--- src/rtl/mipi_tx_video_gen.sv ---
// Video timing and test-pattern source for the MIPI CSI-2 TX hard block.
// Emits VSYNC/HSYNC/VALID framing and two RGB888 pixels per clock.
module mipi_tx_video_gen #(
    parameter int H_ACTIVE = 1920,
    parameter int H_SYNC   = 4,
    parameter int H_BP     = 40,
    parameter int H_FP     = 40,
    parameter int V_ACTIVE = 1080,
    parameter int V_SYNC   = 2,
    parameter int V_BP     = 4,
    parameter int V_FP     = 4
) (
    input  logic        tx_pixel_clk,
    input  logic        rst,
    input  logic        stream_en,
    input  logic        pat_sel,
    output logic        tx_vsync,
    output logic        tx_hsync,
    output logic        tx_valid,
    output logic [63:0] tx_data,
    output logic [15:0] tx_hres,
    output logic [5:0]  tx_type,
    output logic [15:0] frame_cnt,
    output logic        busy
);

    localparam logic [15:0] H_LAST   = 16'(H_SYNC + H_BP + H_ACTIVE / 2 + H_FP - 1);
    localparam logic [15:0] V_LAST   = 16'(V_SYNC + V_BP + V_ACTIVE + V_FP - 1);
    localparam logic [15:0] HS_END   = 16'(H_SYNC);
    localparam logic [15:0] HA_START = 16'(H_SYNC + H_BP);
    localparam logic [15:0] HA_END   = 16'(H_SYNC + H_BP + H_ACTIVE / 2);
    localparam logic [15:0] VS_END   = 16'(V_SYNC);
    localparam logic [15:0] VA_START = 16'(V_SYNC + V_BP);
    localparam logic [15:0] VA_END   = 16'(V_SYNC + V_BP + V_ACTIVE);

    typedef enum logic {IDLE, RUN} state_t;

    state_t      state, state_n;
    logic [1:0]  en_sync, pat_sync;
    logic        en_s, pat_s;
    logic [15:0] hcnt, vcnt, hcnt_n, vcnt_n, fc_n;
    logic        pat_q, pat_n;
    logic [7:0]  fc_lat, fcl_n;
    logic        run_n, vsync_n, hsync_n, valid_n;
    logic [15:0] x;
    logic [7:0]  y8;
    logic [23:0] px0, px1;
    logic [63:0] data_n;

    assign en_s    = en_sync[1];
    assign pat_s   = pat_sync[1];
    assign tx_hres = 16'(H_ACTIVE);
    assign tx_type = 6'h24;

    function automatic logic [2:0] bar_index(input logic [15:0] px);
        logic [2:0] idx;
        idx = 3'd0;
        for (int i = 1; i < 8; i++) begin
            if (px >= 16'(i * (H_ACTIVE / 8))) idx = 3'(i);
        end
        return idx;
    endfunction

    function automatic logic [23:0] bar_colour(input logic [2:0] idx);
        case (idx)
            3'd0:    return 24'hFFFFFF;
            3'd1:    return 24'hFFFF00;
            3'd2:    return 24'h00FFFF;
            3'd3:    return 24'h00FF00;
            3'd4:    return 24'hFF00FF;
            3'd5:    return 24'hFF0000;
            3'd6:    return 24'h0000FF;
            default: return 24'h000000;
        endcase
    endfunction

    // Next counter/FSM state; outputs are registered from these so the
    // FSM transition and the first framing beat land on the same edge.
    always_comb begin
        state_n = state;
        hcnt_n  = hcnt;
        vcnt_n  = vcnt;
        fc_n    = frame_cnt;
        pat_n   = pat_q;
        fcl_n   = fc_lat;
        case (state)
            IDLE: begin
                if (en_s) begin
                    state_n = RUN;
                    hcnt_n  = '0;
                    vcnt_n  = '0;
                    pat_n   = pat_s;
                    fcl_n   = frame_cnt[7:0];
                end
            end
            RUN: begin
                if (hcnt == H_LAST) begin
                    hcnt_n = '0;
                    if (vcnt == V_LAST) begin
                        fc_n   = frame_cnt + 16'd1;
                        vcnt_n = '0;
                        if (en_s) begin
                            pat_n = pat_s;
                            fcl_n = fc_n[7:0];
                        end else begin
                            state_n = IDLE;
                        end
                    end else begin
                        vcnt_n = vcnt + 16'd1;
                    end
                end else begin
                    hcnt_n = hcnt + 16'd1;
                end
            end
            default: state_n = IDLE;
        endcase
    end

    always_comb begin
        run_n   = (state_n == RUN);
        vsync_n = run_n && (vcnt_n < VS_END);
        hsync_n = run_n && (hcnt_n < HS_END);
        valid_n = run_n && (hcnt_n >= HA_START) && (hcnt_n < HA_END)
                        && (vcnt_n >= VA_START) && (vcnt_n < VA_END);
        x  = (hcnt_n - HA_START) << 1;
        y8 = vcnt_n[7:0] - VA_START[7:0];
        if (!pat_n) begin
            px0 = bar_colour(bar_index(x));
            px1 = px0;
        end else begin
            px0 = {x[7:0], y8, fcl_n};
            px1 = {x[7:1], 1'b1, y8, fcl_n};
        end
        data_n = valid_n ? {16'h0000, px1, px0} : 64'h0;
    end

    always_ff @(posedge tx_pixel_clk) begin
        if (rst) begin
            en_sync   <= '0;
            pat_sync  <= '0;
            state     <= IDLE;
            hcnt      <= '0;
            vcnt      <= '0;
            frame_cnt <= '0;
            pat_q     <= 1'b0;
            fc_lat    <= '0;
            tx_vsync  <= 1'b0;
            tx_hsync  <= 1'b0;
            tx_valid  <= 1'b0;
            tx_data   <= '0;
            busy      <= 1'b0;
        end else begin
            en_sync   <= {en_sync[0], stream_en};
            pat_sync  <= {pat_sync[0], pat_sel};
            state     <= state_n;
            hcnt      <= hcnt_n;
            vcnt      <= vcnt_n;
            frame_cnt <= fc_n;
            pat_q     <= pat_n;
            fc_lat    <= fcl_n;
            tx_vsync  <= vsync_n;
            tx_hsync  <= hsync_n;
            tx_valid  <= valid_n;
            tx_data   <= data_n;
            busy      <= run_n;
        end
    end

endmodule

--- config.mk ---
export PLATFORM = sky130hd
export DESIGN_NAME = mipi_tx_video_gen
export DESIGN_NICKNAME = d
export VERILOG_FILES = /design/src/rtl/mipi_tx_video_gen.sv
export SDC_FILE = /design/constraint.sdc
export NUM_CORES = 1
export LEC_CHECK = 0
export BUFFER_PORTS_ARGS = -buffer_cell sky130_fd_sc_hd__clkbuf_2
export CAP_MARGIN = 20
export CORE_MARGIN = 5
export CORE_UTILIZATION = 57
export DETAILED_ROUTE_END_ITERATION = 8
export GPL_TIMING_DRIVEN = 0
export PLACE_DENSITY_LB_ADDON = 0.15
export SLEW_MARGIN = 20
export SYNTH_ARGS = -nofsm -noshare
export SYNTH_HDL_FRONTEND = slang
export SYNTH_SLANG_ARGS = --single-unit
--- constraint.sdc ---
create_clock -name tx_pixel_clk -period 4.9 [get_ports tx_pixel_clk]
set_clock_uncertainty 0.2 [all_clocks]
set_input_delay 0.98 -clock tx_pixel_clk [delete_from_list [all_inputs] [get_ports tx_pixel_clk]]
set_output_delay 0.98 -clock tx_pixel_clk [all_outputs]
set_load 0.01 [all_outputs]
# Word-level counts from Yosys, hierarchy flattened
# Index checks and enable logic that the tools add are counted.
dict set report totals {
  elab_cells 83
  ff_bits 129
  input_bits 4
}
dict set report classes {
  reduce_logical 10
  eq_ne 8
  muxes 31
  bitwise_logic 2
  add_sub_neg 5
  magnitude_cmp 13
}
# op n
set op_table {}
lappend op_table {{$pmux 24 s7} 1}
lappend op_table {{$mux 16} 5}
lappend op_table {{$pmux 16 s2} 2}
lappend op_table {{$add 16x1->16 const B} 3}
lappend op_table {{$ge 16x11->1 const B} 3}
lappend op_table {{$mux 24} 2}
lappend op_table {{$eq 16x11->1 const B} 2}
lappend op_table {{$ge 16x10->1 const B} 2}
lappend op_table {{$mux 8} 4}
lappend op_table {{$mux 3} 7}
lappend op_table {{$ge 16x3->1 const B} 1}
lappend op_table {{$ge 16x6->1 const B} 1}
lappend op_table {{$ge 16x8->1 const B} 1}
lappend op_table {{$ge 16x9->1 const B} 1}
lappend op_table {{$lt 16x10->1 const B} 1}
lappend op_table {{$lt 16x11->1 const B} 1}
lappend op_table {{$lt 16x2->1 const B} 1}
lappend op_table {{$lt 16x3->1 const B} 1}
lappend op_table {{$pmux 8 s2} 1}
lappend op_table {{$sub 15x6->15 const B} 1}
lappend op_table {{$eq 3x3->1 const B} 3}
lappend op_table {{$sub 8x3->8 const B} 1}
lappend op_table {{$mux 1} 7}
lappend op_table {{$eq 3x2->1 const B} 2}
lappend op_table {{8 further kinds} 15}

# Depth between registers and ports, before layout
# Gate-level depths: netlist of the first run.
dict set report logic_depth {
  depth_word 16
  mapped_depth 16
  mapped_depth_nobuf 14
}

# Worst setup path after synthesis of the first run
# No wires, ideal clock.
dict set report synth_timing {
  path_kind {register -> register}
  startpoint {register hcnt[1]}
  endpoint {register tx_data[24]}
  path_stages_with_launch 15
  path_slack_ns 0.732
  required_time_ns 4.629
  arrival_time_ns 3.898
  path_cell_list {dfxtp_1 -> ha_1 -> or3b_2 -> nor4_4 -> o31ai_4 -> ha_1 -> inv_1 -> o211ai_1 -> nor3_1 -> nand3b_1 -> a2111oi_4 -> nor2_1 -> or3_4 -> a2111oi_4 -> o21bai_1}
}
dict set report synth_via {
  elab_chain_cells 16
}
# element line_no
set synth_lines {}
lappend synth_lines {{start: declaration} 41} ;# logic [15:0] hcnt, vcnt, hcnt_n, vcnt_n, fc_n;
lappend synth_lines {{start signal: assignment} 156} ;# hcnt <= hcnt_n;
lappend synth_lines {{$add 16x1->16 / $eq 16x11->1 (equally long branches)} {112, 97}}
lappend synth_lines {{$mux 16 *} 97} ;# if (hcnt == H_LAST) begin
lappend synth_lines {{$pmux 16 s2 *} 86} ;# case (state)
lappend synth_lines {{named net hcnt_n[2]} 41}
lappend synth_lines {{$sub 15x6->15} 125} ;# x = (hcnt_n - HA_START) << 1;
lappend synth_lines {{$ge 16x8->1} 59} ;# if (px >= 16'(i * (H_ACTIVE / 8))) idx = 3'(i);
lappend synth_lines {{$mux 1} 59}
lappend synth_lines {{$mux 3 (6 in a row)} 59}
lappend synth_lines {{$mux 3} 127} ;# if (!pat_n) begin
lappend synth_lines {{$eq 3x3->1, or another cell as far along} 65} ;# case (idx)
lappend synth_lines {{$pmux 24 s7} 65}
lappend synth_lines {{$mux 24} 127}
lappend synth_lines {{end signal: assignment} 164} ;# tx_data <= data_n;
lappend synth_lines {{end: declaration} 20} ;# output logic [63:0] tx_data,
# Mark *: on every way through the listed nets, which the timed path passes. The rest lies on a longest branch. The select of a mux whose other input is x is not followed.
# A chain may end at the register's enable or synchronous reset.

# Worst setup path after layout of the first run
dict set report layout_timing {
  startpoint {register hcnt[11]}
  endpoint {register tx_data[46]}
}
dict set report layout_via {
  elab_chain_cells 16
}
# element line_no
set layout_lines {}
lappend layout_lines {{$add 16x1->16 / $eq 16x11->1 (equally long branches)} {112, 97}}
lappend layout_lines {{$mux 16} 97}
lappend layout_lines {{$pmux 16 s2} 86}
lappend layout_lines {{$sub 15x6->15} 125}
lappend layout_lines {{$ge 16x8->1} 59}
lappend layout_lines {{$mux 1} 59}
lappend layout_lines {{$mux 3 (6 in a row)} 59}
lappend layout_lines {{$mux 3} 127}
lappend layout_lines {{$eq 3x3->1, or another cell as far along} 65}
lappend layout_lines {{$pmux 24 s7} 65}
lappend layout_lines {{$mux 24} 127}
# Several ways; a longest one is shown, not always the timed one. The select of a mux whose other input is x is not followed.

==> run_results.csv, run 1 <==
group,metric,value,unit
sta,setup_viol,0,
yosys,synthFlopType,"dfxtp_1",
global_routing,gr-total-overflow,0,
yosys,synthCells,776,
yosys,synth_top_area_share,29.7,%
place,postPlaceCellArea,6720,um2
yosys,ys_seq_elements,90,
place,place_congestion,1.07,
clock_network,cts_tree,"done",
clock_network,htreeDepth,3,
power,total_power,0.00139,W
sta,max_freq,205,MHz
detailed_routing,drc,0,
floorplan,core_area,10400,um2
place,dp_hpwl,14.1,mm
clock_network,insertion_delay,390,ps
place,port_buffers,70,
worst_setup_path,cp.arrival,4950,ps
worst_setup_path,reg2reg_depth,13,
floorplan,dieArea,12800,um2
clock_network,clockBufferDepth,2,
worst_setup_path,r2r_setup_slack,30,ps
sta,hold_viol,0,
worst_setup_path,crit_path_end,"tx_data[46]$_SDFF_PP0_",
layout,fin_nets,908,
yosys,async_flop_share,0,%
yosys,synth_cell_types,90,
yosys,synth_edf_count,0,
sta,rsz0062_at_grt,"false",
sta,worst_pin_slew,1040,ps
floorplan,fp.dieW,113,um
worst_setup_path,crit_path_end_kind,"register",
global_routing,grt_pass1_vias,6051,
yosys,seq_area_frac_synth,29.7,%
clock_network,clock-sinks,90,
layout,finalInstanceArea,6970,um2
yosys,ys_warn_count,0,
worst_setup_path,r2r_start,"hcnt[11]$_SDFF_PP0_",
power,p_leak,2.80,nW
worst_setup_path,critPathRequiredTime,4980,ps
power,p_per_area,199,nW/um2
layout,antenna_cells,0,
clock_network,cts_hold_buffers,0,
detailed_routing,vias_per_cell,6.15,
run_status,outcome,"finished clean",
layout,layout_common_cells,"89 x dfxtp_1, 71 x nand2_1, 70 x clkbuf_2",
floorplan,die_y,113,um
layout,final_cells,1037,
job,maxCapViolCount,0,
detailed_routing,wl,18.6,mm
layout,areaGrowthSynthToFinish,14.9,%
worst_setup_path,r2r-end,"tx_data[46]$_SDFF_PP0_",
floorplan,num_rows,37,
layout,final_common_cell,"dfxtp_1",
detailed_routing,wl_per_cell,18.0,um
detailed_routing,drt_iter0_drc,674,
yosys,yosys.area.top_type,"dfxtp_1",
worst_setup_path,cp_max_fo,10,
place,placedCellCount,1018,
worst_setup_path,worstSetupPathType,"register to register",
yosys,synth_area_leaders,"dfxtp_1 30%, buf_4 7.7%, nand2_1 4.4%",
yosys,synth_area,6060,um2
clock_network,ctsRootBufferMaster,"clkbuf_8",
sta,fin_crit,4870,ps
floorplan,start_util,58.5,%
worst_setup_path,startpoint,"hcnt[11]$_SDFF_PP0_",
global_routing,grt_max_degree,15,
global_routing,gr-usage-all-layers,28.7,%
layout,drive_gt1_share,23.5,%
worst_setup_path,startpoint_type,"register",
clock_network,cts_buffers,9,
detailed_routing,final_antenna_net_count,0,
power,peakVddDrop,238,uV
layout,n_fill_cell,948,
sta,fin_crit_sh,99.4,%
detailed_routing,num_vias,6379,
hold_path,hold_path.class,"register to register",
clock_network,clkTransAtPathRegs,90,ps
global_routing,grt_pass1_wl,30.0,mm
sta,maxSlewHeadroom,29.6,%
yosys,synth.avg_cell_area,7.82,um2
global_routing,antenna_found_initial,0,
floorplan,ioPinCount,110,
detailed_routing,dr.pass1.iters,6,
sta,slew_viol_final,0,
[cell families after synthesis]
family	after synthesis	share of synthesized area, %
adders and majority gates	8	1.65
AOI/OAI and AO/OA	200	23.6
DFF	90	29.7
buffers and inverters	122	12.3
and+or+nand+nor	324	28.1
other	2	0.124
muxes	7	1.22
xor gates and xnor gates	23	3.32
[synthesized netlist by cell type (8+ instances only)]
master and count:
a21oi_1 53, and3_1 12, buf_4 62, clkbuf_1 31, dfxtp_1 90, ha_1 8
inv_1 16, nand2_1 71, nand3_1 42, nand4_1 22, nor2_1 70, nor2b_1 10
nor3_1 17, nor4_1 19, o211ai_1 9, o21ai_0 33, o22ai_1 9, o31ai_1 9
or2_2 8, or3_1 9, xnor2_1 12, xor2_1 11
[stage by stage]
stage                     setup TNS, ps  hold slack [ps]  util (%)  worst slack [ps]
after global routing                  0              273      67.2              31.7
after floorplan                       0              214         -               732
after detailed placement          -2430              227      64.8              -269
after global placement            -2500              224      64.8              -300
final                                 0              246      67.2              31.1
after CTS                             0              248      67.0              50.6
[routing by layer]
| metal | track usage (%) | part of all wire [%] | vias to the layer above | wire length, um |
|---|---|---|---|---|
| met2 | 46.1 | 46 | 363 | 8550 |
| li1 | - | - | 2989 | - |
| met5 | 0 | 0 | - | 0 |
| met3 | 5.51 | 9.5 | 56 | 1770 |
| met1 | 37.4 | 42 | 2971 | 7740 |
| met4 | 13.2 | 3.1 | 0 | 569 |
[area by class of cell]
class | instances | area [um2] | area share, %
Inverter | 17 | 65.1 | 0.933
Clock inverter | 4 | 51.3 | 0.736
Tap cell | 136 | 170 | 2.44
Sequential cell | 90 | 1800 | 25.9
Multi-Input combinational cell | 600 | 3680 | 52.8
Buffer | 105 | 681 | 9.76
Clock buffer | 12 | 145 | 2.08
Timing Repair Buffer | 73 | 373 | 5.35
[critical path, stage by stage (launching register included)]
cell	delay (ps)
dfxtp_1	340
clkbuf_1	200
nor4_1	710
nand4_1	260
clkbuf_1	370
nor4_1	470
o2bb2ai_1	240
or4_1	590
a41oi_1	240
a41oi_1	120
o311ai_2	220
buf_2	370
nor2_1	190
a21bo_2	250
[where the power goes]
group	internal [W]	total [W]	switching [W]
clock	0.000250	0.000531	0.000281
combinational	0.0000427	0.000116	0.0000737
sequential	0.000738	0.000741	0.00000338
[flip-flops by register name, summed over array words and instances (netlist names), 2 cells and up]
signal	count
tx_data	25
hcnt	16
vcnt	16
en_sync	2
fc_lat	8
frame_cnt	16
pat_sync	2
[how the worst min path moves through the flow]
| stage | startpoint | endpoint | slack, ps | cells past startpoint |
|---|---|---|---|---|
| final | pat_sync[0]$_SDFF_PP0_ | pat_sync[1]$_SDFF_PP0_ | 250 | 1 |
| after global routing | pat_sync[0]$_SDFF_PP0_ | pat_sync[1]$_SDFF_PP0_ | 270 | 1 |
| after CTS | pat_sync[0]$_SDFF_PP0_ | pat_sync[1]$_SDFF_PP0_ | 250 | 1 |
| after detailed placement | pat_sync[0]$_SDFF_PP0_ | pat_sync[1]$_SDFF_PP0_ | 230 | 1 |
| after global placement | pat_sync[0]$_SDFF_PP0_ | pat_sync[1]$_SDFF_PP0_ | 220 | 1 |
| after floorplan | en_sync[0]$_SDFF_PP0_ | en_sync[1]$_SDFF_PP0_ | 210 | 1 |
[what timing repair did]
item,in CTS,in global routing
pin swaps,3,3
gates resized for setup,3,5
setup endpoints to repair,17,23
buffers inserted,3,0
Note: power is estimated with default switching activity, not from simulation.
==> run 2, diff against run 1 <==
clock period = 5.3 ns   (was 4.9 ns; I/O delays follow)
==> run 2 against run 1 <==
Fmax down 5.2%. Utilization down 0.11 points. Combinational power fell by 8%. Die area unchanged. Register-to-register slack better by 130 ps. Final area is 0.16% lower. Highest routed layer unchanged.
==> run_results.csv, run 2 (synthesized netlist as in run 1, its figures left out) <==
group,metric,value,unit
run_status,outcome,"finished clean",
power,total_power,0.00128,W
clock_network,cts_buffers,9,
sta,fin_crit,5140,ps
layout,layout_common_cells,"90 x dfxtp_1, 71 x nand2_1, 70 x nor2_1, 70 x clkbuf_2, 67 x buf_4",
worst_setup_path,crit_path_end,"tx_data[25]$_SDFF_PP0_",
floorplan,ioPinCount,110,
clock_network,cts_tree,"done",
global_routing,grt_pass1_wl,29.9,mm
power,p_per_area,185,nW/um2
clock_network,clkTransAtPathRegs,100,ps
worst_setup_path,worstSetupPathType,"register to register",
power,p_leak,2.81,nW
place,port_buffers,70,
sta,fin_crit_sh,96.9,%
layout,final_util,67.1,%
worst_setup_path,r2r_start,"hcnt[1]$_SDFF_PP0_",
layout,final_cells,1039,
sta,layout_setup_ws,163,ps
layout,largest_reg_flops,25,
detailed_routing,vias_per_cell,6.13,
detailed_routing,wl_per_cell,17.9,um
layout,fin_nets,910,
floorplan,fp.dieW,113,um
worst_setup_path,r2r-end,"tx_data[25]$_SDFF_PP0_",
layout,drive_gt1_share,22.9,%
detailed_routing,num_vias,6372,
global_routing,antenna_found_initial,0,
sta,max_freq,195,MHz
hold_path,min_from,"pat_sync[0]$_SDFF_PP0_",
detailed_routing,final_antenna_net_count,0,
floorplan,core_area,10400,um2
power,peakVddDrop,218,uV
layout,largest-register,"tx_data",
sta,rsz0062_at_grt,"false",
detailed_routing,drc,0,
layout,n_fill_cell,949,
place,place_congestion,1.07,
hold_path,hold_path_depth,1,
global_routing,grt_pass1_vias,5954,
worst_setup_path,startpoint,"hcnt[1]$_SDFF_PP0_",
clock_network,ctsRootBufferMaster,"clkbuf_8",
worst_setup_path,startpoint_type,"register",
detailed_routing,dr.pass1.iters,5,
floorplan,die_y,113,um
worst_setup_path,reg2reg_depth,16,
sta,setup_tns,0,ps
global_routing,grt_max_degree,15,
floorplan,dieArea,12800,um2
clock_network,htreeDepth,3,
layout,final_common_cell,"dfxtp_1",
sta,hold_viol,0,
detailed_routing,drt_iter0_drc,714,
clock_network,clock-sinks,90,
floorplan,num_rows,37,
detailed_routing,wl,18.6,mm
job,maxCapViolCount,0,
place,dpl_worst_slack,131,ps
global_routing,gr-usage-all-layers,28.7,%
worst_setup_path,critPathRequiredTime,5410,ps
clock_network,clockBufferDepth,2,
layout,areaGrowthSynthToFinish,14.8,%
worst_setup_path,cp.arrival,5250,ps
worst_setup_path,cp_max_fo,8,
global_routing,gr-total-overflow,0,
place,placedCellCount,1018,
clock_network,insertion_delay,390,ps
layout,antenna_cells,0,
sta,maxSlewHeadroom,32.1,%
sta,worst_pin_slew,1010,ps
sta,slew_viol_final,0,
worst_setup_path,r2r_setup_slack,160,ps
worst_setup_path,crit_path_end_kind,"register",
sta,setup_viol,0,
hold_path,hold_path.class,"register to register",
place,dp_hpwl,14.1,mm
floorplan,start_util,58.5,%
-- run 2: cell count changes in the layout (fill, tap and decap cells not counted), sizes merged --
cell,before,now
buf,73,75
-- run 2: routing by layer --
metal,routed length [um],track usage (%)
met4,560,12.5
met2,8500,45.9
met5,0,0
met1,7670,37.7
met3,1900,5.40
-- run 2: what timing repair did --
item / in CTS / in global routing
endpoints found under the setup margin: 0 / 16
buffers inserted: 0 / 5
hold buffers: 0 / 0
gates resized for setup: 0 / 1
hold endpoints to repair: 0 / 0
-- run 2: critical path: stages, from the launching register on --
cell	delay, ps
dfxtp_1	470
ha_1	320
or3b_2	560
nor4_4	230
buf_4	190
o31ai_4	110
ha_1	310
inv_1	230
o211ai_1	240
nor3_2	330
nand3b_1	160
a2111oi_4	520
nor2_1	120
or3_4	390
a2111oi_4	310
buf_4	210
o21bai_1	130
-- run 2: power by group --
part | internal, W | switching [W] | total, W
Combinational | 0.0000393 | 0.0000678 | 0.000107
Clock | 0.000232 | 0.000261 | 0.000493
Sequential | 0.000682 | 0.00000305 | 0.000685
Total | 0.000953 | 0.000332 | 0.00128
-- run 2: area by class of cell --
class	count	area [um2]	area share [%]
multi-input cells	600	3660	52.6
flip-flops and latches	90	1800	25.9
plain buffers	105	681	9.78
repair buffers	75	388	5.57
well taps	136	170	2.45
clock buffers	12	145	2.09
inverters	17	65.1	0.935
clock inverters	4	51.3	0.737
-- run 2: how the worst min path moves through the flow --
stage / endpoint
3_3_place_gp: pat_sync[1]$_SDFF_PP0_
4_1_cts: pat_sync[1]$_SDFF_PP0_
5_1_grt: pat_sync[1]$_SDFF_PP0_
3_5_place_dp: pat_sync[1]$_SDFF_PP0_
2_1_floorplan: en_sync[1]$_SDFF_PP0_
6_report: pat_sync[1]$_SDFF_PP0_
-- run 2: per-stage QoR --
step,hold WS (ps),instance area (um2)
final,242,6960
after floorplan,214,6200
after CTS,248,6920
after detailed placement,227,6720
after global routing,273,6960
after global placement,224,6720
